===== src/rtl/fetch_ctrl_if.sv =====
// Instruction-memory request/response bus between the fetch sequencer and imem.
// imem_req/imem_addr are held until imem_ack; imem_rdata is meaningful only with imem_ack.
interface fetch_ctrl_if;
  logic        imem_req;
  logic [31:0] imem_addr;
  logic        imem_ack;
  logic [31:0] imem_rdata;

  modport master (
    output imem_req,
    output imem_addr,
    input  imem_ack,
    input  imem_rdata
  );

  modport slave (
    input  imem_req,
    input  imem_addr,
    output imem_ack,
    output imem_rdata
  );
endinterface


===== src/rtl/fetch_ctrl.sv =====
// Instruction-fetch sequencer: owns the PC, issues imem word requests, buffers one
// returned word in a skid register and arbitrates exc/eret/branch redirects.
module fetch_ctrl #(
  parameter logic [31:0] RESET_PC = 32'h0000_3000,
  parameter logic [31:0] EXC_VEC  = 32'h0000_4180
) (
  input  logic         clk,
  input  logic         reset,
  input  logic         stall_i,
  input  logic         br_valid,
  input  logic [31:0]  br_target,
  input  logic         exc_req,
  input  logic         eret_req,
  input  logic [31:0]  epc,
  fetch_ctrl_if.master imem,
  output logic         if_valid,
  output logic [31:0]  if_instr,
  output logic [31:0]  if_pc,
  output logic         flush_o,
  output logic [1:0]   dbg_state
);

  typedef enum logic [1:0] {
    IDLE = 2'd0,
    REQ  = 2'd1,
    HOLD = 2'd2,
    KILL = 2'd3
  } state_t;

  state_t      state, state_nxt;
  logic [31:0] pc, pc_nxt;
  logic [31:0] kill_addr, kill_addr_nxt;
  logic [31:0] skid_instr, skid_instr_nxt;
  logic [31:0] skid_pc, skid_pc_nxt;
  logic        if_valid_nxt;
  logic [31:0] if_instr_nxt, if_pc_nxt;
  logic        flush_nxt;
  logic        redirect;
  logic        slot_free;
  logic [31:0] raw_target, target;

  // A branch stalled in ID is not yet resolved, so only exc/eret bypass the stall.
  always_comb begin
    redirect = exc_req | eret_req | (br_valid & ~stall_i);
    if (exc_req)       raw_target = EXC_VEC;
    else if (eret_req) raw_target = epc;
    else               raw_target = br_target;
    target    = {raw_target[31:2], 2'b00};
    slot_free = ~if_valid | ~stall_i;
  end

  always_comb begin
    state_nxt      = state;
    pc_nxt         = pc;
    kill_addr_nxt  = kill_addr;
    skid_instr_nxt = skid_instr;
    skid_pc_nxt    = skid_pc;
    if_valid_nxt   = if_valid & stall_i;
    if_instr_nxt   = if_instr;
    if_pc_nxt      = if_pc;
    flush_nxt      = exc_req | eret_req;

    case (state)
      IDLE: state_nxt = REQ;
      REQ: begin
        kill_addr_nxt = pc;
        if (imem.imem_ack) begin
          pc_nxt = pc + 32'd4;
          if (slot_free) begin
            if_valid_nxt = 1'b1;
            if_instr_nxt = imem.imem_rdata;
            if_pc_nxt    = pc;
          end else begin
            skid_instr_nxt = imem.imem_rdata;
            skid_pc_nxt    = pc;
            state_nxt      = HOLD;
          end
        end
      end
      HOLD: begin
        if (slot_free) begin
          if_valid_nxt = 1'b1;
          if_instr_nxt = skid_instr;
          if_pc_nxt    = skid_pc;
          state_nxt    = REQ;
        end
      end
      KILL: begin
        if (imem.imem_ack) state_nxt = REQ;
      end
      default: state_nxt = IDLE;
    endcase

    // Redirect overrides everything above; an unacked request is retired via KILL.
    if (redirect) begin
      pc_nxt       = target;
      if_valid_nxt = 1'b0;
      case (state)
        REQ:     state_nxt = imem.imem_ack ? REQ : KILL;
        KILL:    state_nxt = imem.imem_ack ? REQ : KILL;
        default: state_nxt = REQ;
      endcase
    end
  end

  always_ff @(posedge clk or negedge reset) begin
    if (!reset) begin
      state      <= IDLE;
      pc         <= RESET_PC;
      kill_addr  <= 32'd0;
      skid_instr <= 32'd0;
      skid_pc    <= 32'd0;
      if_valid   <= 1'b0;
      if_instr   <= 32'd0;
      if_pc      <= 32'd0;
      flush_o    <= 1'b0;
    end else begin
      state      <= state_nxt;
      pc         <= pc_nxt;
      kill_addr  <= kill_addr_nxt;
      skid_instr <= skid_instr_nxt;
      skid_pc    <= skid_pc_nxt;
      if_valid   <= if_valid_nxt;
      if_instr   <= if_instr_nxt;
      if_pc      <= if_pc_nxt;
      flush_o    <= flush_nxt;
    end
  end

  // KILL keeps presenting the stale address until its ack retires it.
  assign imem.imem_req  = (state == REQ) || (state == KILL);
  assign imem.imem_addr = (state == KILL) ? kill_addr : {pc[31:2], 2'b00};
  assign dbg_state      = state;

endmodule


===== src/flat_wrapper.sv =====
// flat-port wrapper written by rule: the top's interface ports become plain ports
module fetch_ctrl_flat 
#(
  parameter logic [31:0] RESET_PC = 32'h0000_3000,
  parameter logic [31:0] EXC_VEC  = 32'h0000_4180
)
  (clk, reset, stall_i, br_valid, br_target, exc_req, eret_req, epc, if_valid, if_instr, if_pc, flush_o, dbg_state, imem_imem_req, imem_imem_addr, imem_imem_ack, imem_imem_rdata);
  fetch_ctrl_if imem_i ();
  input  logic clk;
  input  logic reset;
  input  logic stall_i;
  input  logic br_valid;
  input  logic [31:0] br_target;
  input  logic exc_req;
  input  logic eret_req;
  input  logic [31:0] epc;
  output logic if_valid;
  output logic [31:0] if_instr;
  output logic [31:0] if_pc;
  output logic flush_o;
  output logic [1:0] dbg_state;
  output wire logic [$bits(imem_i.imem_req)-1:0] imem_imem_req;
  output wire logic [$bits(imem_i.imem_addr)-1:0] imem_imem_addr;
  input wire logic [$bits(imem_i.imem_ack)-1:0] imem_imem_ack;
  input wire logic [$bits(imem_i.imem_rdata)-1:0] imem_imem_rdata;
  assign imem_imem_req = imem_i.imem_req;
  assign imem_imem_addr = imem_i.imem_addr;
  assign imem_i.imem_ack = imem_imem_ack;
  assign imem_i.imem_rdata = imem_imem_rdata;
  fetch_ctrl #(.RESET_PC(RESET_PC), .EXC_VEC(EXC_VEC)) u_core (.clk(clk), .reset(reset), .stall_i(stall_i), .br_valid(br_valid), .br_target(br_target), .exc_req(exc_req), .eret_req(eret_req), .epc(epc), .imem(imem_i), .if_valid(if_valid), .if_instr(if_instr), .if_pc(if_pc), .flush_o(flush_o), .dbg_state(dbg_state));
endmodule

===== config.mk =====
export PLATFORM = sky130hd
export DESIGN_NAME = fetch_ctrl_flat
export DESIGN_NICKNAME = d
export VERILOG_FILES = /design/src/rtl/fetch_ctrl_if.sv /design/src/rtl/fetch_ctrl.sv /design/src/flat_wrapper.sv
export SDC_FILE = /design/constraint.sdc
export NUM_CORES = 1
export LEC_CHECK = 0
export CAP_MARGIN = 15
export CORE_ASPECT_RATIO = 0.7
export CORE_MARGIN = 5
export CORE_UTILIZATION = 55
export DETAILED_ROUTE_END_ITERATION = 8
export PLACE_DENSITY = 0.83
export SETUP_SLACK_MARGIN = 0.4
export SYNTH_ARGS = -nofsm -noshare
export SYNTH_HDL_FRONTEND = slang
export SYNTH_SLANG_ARGS = --single-unit
export TNS_END_PERCENT = 5

===== constraint.sdc =====
create_clock -name clk -period 3.38 [get_ports clk]
set_input_delay 0.845 -clock clk [delete_from_list [all_inputs] [get_ports clk]]
set_output_delay 0.845 -clock clk [all_outputs]
set_load 0.005 [all_outputs]

After elaboration in Yosys (flattened, before gate mapping) --
Cells that the tools add are included.
Storage, ports and cells: register bits 196, input bits 103, output and inout bits 101, word-level logic and storage cells 64
Operators by class: $add $sub $neg 1, equality and inequality tests 10, mux-type cells 26, bitwise gates (word level) 8, reductions and logical operators 10
Operator list (number):
- 32-bit two-way mux | 12
- 32-bit case mux with 2 select lines | 2
- 32-bit by 3-bit adder with 32-bit output, second input constant | 1
- 2-bit two-way mux | 7
- 3-bit by 2-bit != test with 1-bit output, second input constant | 3
- 2-bit case mux with 4 select lines | 1
- 4-bit AND reduction | 2
- 2-bit nonzero test | 3
- 2-bit == test, second input constant | 2
- 2-bit by 1-bit != test with 1-bit output, second input constant | 2
- 1-bit two-way mux | 3
- 3-bit by 1-bit != test with 1-bit output, second input constant | 1
- 1-bit inverter | 3
- 1-bit OR | 3
- 3-bit AND reduction | 1
- 1-bit AND | 2
- 2-bit by 1-bit == test with 1-bit output, second input constant | 1
- 2-bit logical NOT | 1
- 2-bit != test, second input constant | 1
- 1-bit case mux with 2 select lines | 1
- 2-bit AND reduction | 1
- 2-bit OR reduction | 1
- 1-bit logical OR | 1

Longest topological paths before layout --
depth in word-level cells 6, mapped depth 9, gate-level depth less buffers 6

Least setup slack after synthesis --
OpenSTA, ideal clock, no wires.
kind reg2out, start point register u_core.state[1] (netlist: u_core.dbg_state[1]), end point output port imem_imem_addr[17], arrival time 1.603 ns, data required time 2.535 ns, setup slack 0.932 ns, cell stages (with the launch flop) 5, path buffers 2, path through dfrtp_1 > ha_1 > clkbuf_1 > clkbuf_1 > mux2_2
On the way: longest elaborated chain between the ends 2
RTL lines:
- start: declaration | RTL line fetch_ctrl.sv:30 | state_t state, state_nxt;
- start signal: assignment | RTL line fetch_ctrl.sv:118 | state <= state_nxt;
- 2-bit == test | RTL line fetch_ctrl.sv:132 | assign imem.imem_addr = (state == KILL) ? kill_addr : {pc[31:2], 2'b00};
- 32-bit two-way mux | RTL line fetch_ctrl.sv:132
- end: declaration | RTL line flat_wrapper.sv:23 | output wire logic [$bits(imem_i.imem_addr)-1:0] imem_imem_addr;
No other way between the ends.

Worst setup path in the final report --
start point register u_core.state[1] (netlist: u_core.dbg_state[1]), end point output port imem_imem_addr[11]
Same word-level chain as after synthesis.

==> key figures <==
STA
  • Final setup TNS: 0 ps
  • Least-Margin Pin Slew: 955 ps
  • Hold Vio Cnt, Final: 0
  • Max frequency: 342 MHz
  • Fin. max-slew vios: 0
  • Worst rel slew slack: a little over a third
  • Crit path time final: 2920 ps
  • Clk_skew: 9.76 ps
  • Final setup violation count: 0
  • Fin crit share: 86.4%
  • RSZ-0062 raised after global routing: true

Logic synthesis
  • Mapped Avg Cell Area: 11.0 um2
  • Sequential share of the synthesized area: 50.4%
  • Yosys Warn Count: 0
  • Netlist Area Pre-Place: 9330 um2
  • Netlist cell types: 59
  • EDFF count, synth: 0
  • Synth Instances: 849
  • #FFs+latches synth: 188
  • Top FF cell, synth: dfrtp_1
  • Ys async rst share: 100%

Die
  • Die H: 119 um
  • Core Region: between 15000 and 20000 um2
  • Boundary pin count: 204
  • DIE WIDTH: between 150 and 200 um
  • Die Footprint: 19700 um2
  • Initial core utilization: a little under three fifths
  • Row count: 39

CTS
  • Clk sinks: 188
  • Latest clock arrival within the worst-skew pair: 430 ps
  • Root Buffer: clkbuf_16
  • Num CTS Buffers: 17
  • Clock-pin slew on the worst setup and hold paths: 70 ps
  • Max Root-Sink Buffers: 2
  • Htree depth: 4
  • # hold bufs at CTS: 0
  • TritonCTS clock tree: built

Critical path
  • Reg2reg setup slack: 540 ps
  • WS Path Type: flop to output port
  • Worst path cell trace: ha_4, buf_12, mux2_2, clkdlybuf4s50_1
  • Critical path arrival: 2080 ps
  • R2R Path End: u_core.pc[25]$_DFFE_PN0P_
  • Crit Path Max Fanout: 21
  • Peak per-stage delay on the critical path: around 460 ps
  • WP buf/inv: 2
  • Critical path depth: 4
  • Worst flop-to-flop path startpoint: u_core.dbg_state[1]$_DFFE_PN0P_
  • Depth of the most critical reg-to-reg path: 8
  • Crit path launch: u_core.dbg_state[1]$_DFFE_PN0P_
  • Startpoint types: flop
  • WP data required: 2530 ps
  • Slowest-stage cell, CP: clkdlybuf4s50_1
  • Worst setup EP type: output port
  • Worst setup path endpoint: imem_imem_addr[11]
  • Largest delay share family, worst path: buffers and inverters

Cells and area
  • Fin nets: 1133
  • Most frequent cells in the layout: 193 x clkdlybuf4s50_1, 184 x dfrtp_1, 122 x mux2_2
  • Final design utilization: about three quarters
  • Filler Cells Inserted: 1180
  • N_diodes: 0
  • Layout cells sized above 1: 19.9%
  • Most common cell after layout, fill and taps aside: clkdlybuf4s50_1
  • Syn-to-layout area delta: 31.4%

Drt
  • DR vias/cell: 5.95
  • Final WL: 25200 um
  • Pre-antenna DRT Iters: 6
  • Vias: 7519
  • # DRC: 0
  • DR iter-0 viols: between 900 and 1000
  • Post-DRT Antenna Nets: 0
  • Routed WL per cell: 19.9 um

Global routing
  • Antenna violations before repair: 0
  • Vias in the first global route: around 7500
  • Remaining global-route overflow: 0
  • Maximum number of pins on one net before global-route repair: 103
  • First-pass GRT wire length: 40800 um
  • Tot GR Track Use: 25.5%

Power
  • Total power: 0.00625 W
  • Leakage power: 5.10 nW
  • Peak VDD IR: 352 uV
  • Power Dens Cells: 510 nW/um2

Place
  • DPL Wire Length: 17700 um
  • IO buf count: just under 200
  • GP Congestion: 0.958

Worst hold path
  • Worst hold-check path type: input pin to asynchronous set/reset pin

Outcome
  • Status: completed

Job
  • Max Cap Violations: 0
[where the power goes]
group	total [W]	switching, W	leakage [nW]	internal, W
combinational	0.00136	0.000556	2.45	0.000799
sequential	0.00282	0.000232	2.35	0.00259
clock	0.00208	0.000935	0.298	0.00114
[area by class of cell]
cell class / instances / area [um2] / share of cell area (%)
inverters: 13 / 48.8 / 0.398
well taps: 225 / 282 / 2.30
flip-flops and latches: 188 / 4710 / 38.4
clock inverters: 14 / 176 / 1.44
multi-input cells: 580 / 4350 / 35.4
clock buffers: 18 / 439 / 3.58
repair buffers: 226 / 2260 / 18.4
[kinds of logic after synthesis]
kind of cell | count (synthesis) | share of synthesized area, %
DFF | 188 | 50.4
AOI/OAI and AO/OA | 175 | 12.0
xor gates and xnor gates | 2 | 0.188
adders and majority gates | 4 | 0.536
other | 1 | 0.0402
buffers and inverters | 84 | 3.66
muxes | 195 | 22.5
and+or+nand+nor | 200 | 10.6
[metrics by stage]
step                cell area, um2  setup slack [ps]  cells  hold slack (ps)
floorplan                     9340               932    852              450
global placement             11600               503   1231              462
detailed placement           11600               458   1231              470
CTS                          12300               366   1264              413
global route                 12300               395   1264              424
finish                       12300               458   1264              400
[worst min-delay path by stage]
stage | slack (ps) | endpoint | depth (start not counted) | startpoint
2_1_floorplan | 450 | u_core.skid_pc[12]$_DFFE_PN0P_ | 2 | u_core.skid_pc[12]$_DFFE_PN0P_
3_3_place_gp | 460 | u_core.skid_pc[13]$_DFFE_PN0P_ | 2 | u_core.skid_pc[13]$_DFFE_PN0P_
3_5_place_dp | 470 | u_core.skid_pc[19]$_DFFE_PN0P_ | 2 | u_core.skid_pc[19]$_DFFE_PN0P_
4_1_cts | 410 | u_core.if_instr[25]$_DFFE_PN0P_ | 1 | reset
5_1_grt | 420 | u_core.if_instr[25]$_DFFE_PN0P_ | 1 | reset
6_report | 400 | u_core.if_instr[25]$_DFFE_PN0P_ | 1 | reset
[synthesized netlist by cell type (5+ instances only)]
cell type,number,area [um2]
nand3_1,19,95.1
buf_2,9,45.0
a32oi_1,7,61.3
a211oi_1,6,45.0
nor2_1,77,289
a21oi_1,77,385
and2_1,6,37.5
mux2i_1,73,731
nor3_1,8,40.0
or4_1,6,45.0
dfrtp_1,186,4650
o211ai_1,5,37.5
nor4_1,10,62.6
buf_1,21,78.8
nand4_1,12,75.1
mux2_2,122,1370
o21ai_0,23,115
clkbuf_1,37,139
inv_1,12,45.0
nand2_1,41,154
o22ai_1,5,31.3
o22a_1,5,43.8
o21a_1,6,45.0
a31oi_1,8,50.1
[what timing repair did]
action | CTS | global route
gates resized for setup | 2 | 3
endpoints found under the setup margin | 31 | 27
buffers inserted | 1 | 0
pin swaps | 1 | 0
[flip-flops by register name, indices dropped and copies added (netlist names)]
register and count:
u_core.if_pc 30, u_core.if_instr 32, u_core.skid_pc 30, u_core.flush_o 1, u_core.if_valid 1, u_core.dbg_state 2, u_core.kill_addr 30, u_core.skid_instr 32
u_core.pc 30
[worst reg2reg max path: cells and delay by family (launching register included)]
kind	cells	cell delay [ps]
adder cells (fa/ha/maj)	1	320
flip-flops	1	470
AO/OA/AOI/OAI	1	130
AND/OR/NAND/NOR	3	1080
buffers and inverters	3	720
[routing by layer]
layer | GRT usage, % | part of all wire (%) | vias to the layer above
met2 | 38.1 | 44 | 363
li1 | - | - | 3452
met3 | 8.61 | 9.8 | 54
met1 | 35.8 | 44 | 3650
met4 | 7.26 | 2.3 | 0
met5 | 0 | 0 | -
Note: power is estimated with default switching activity, not from simulation.
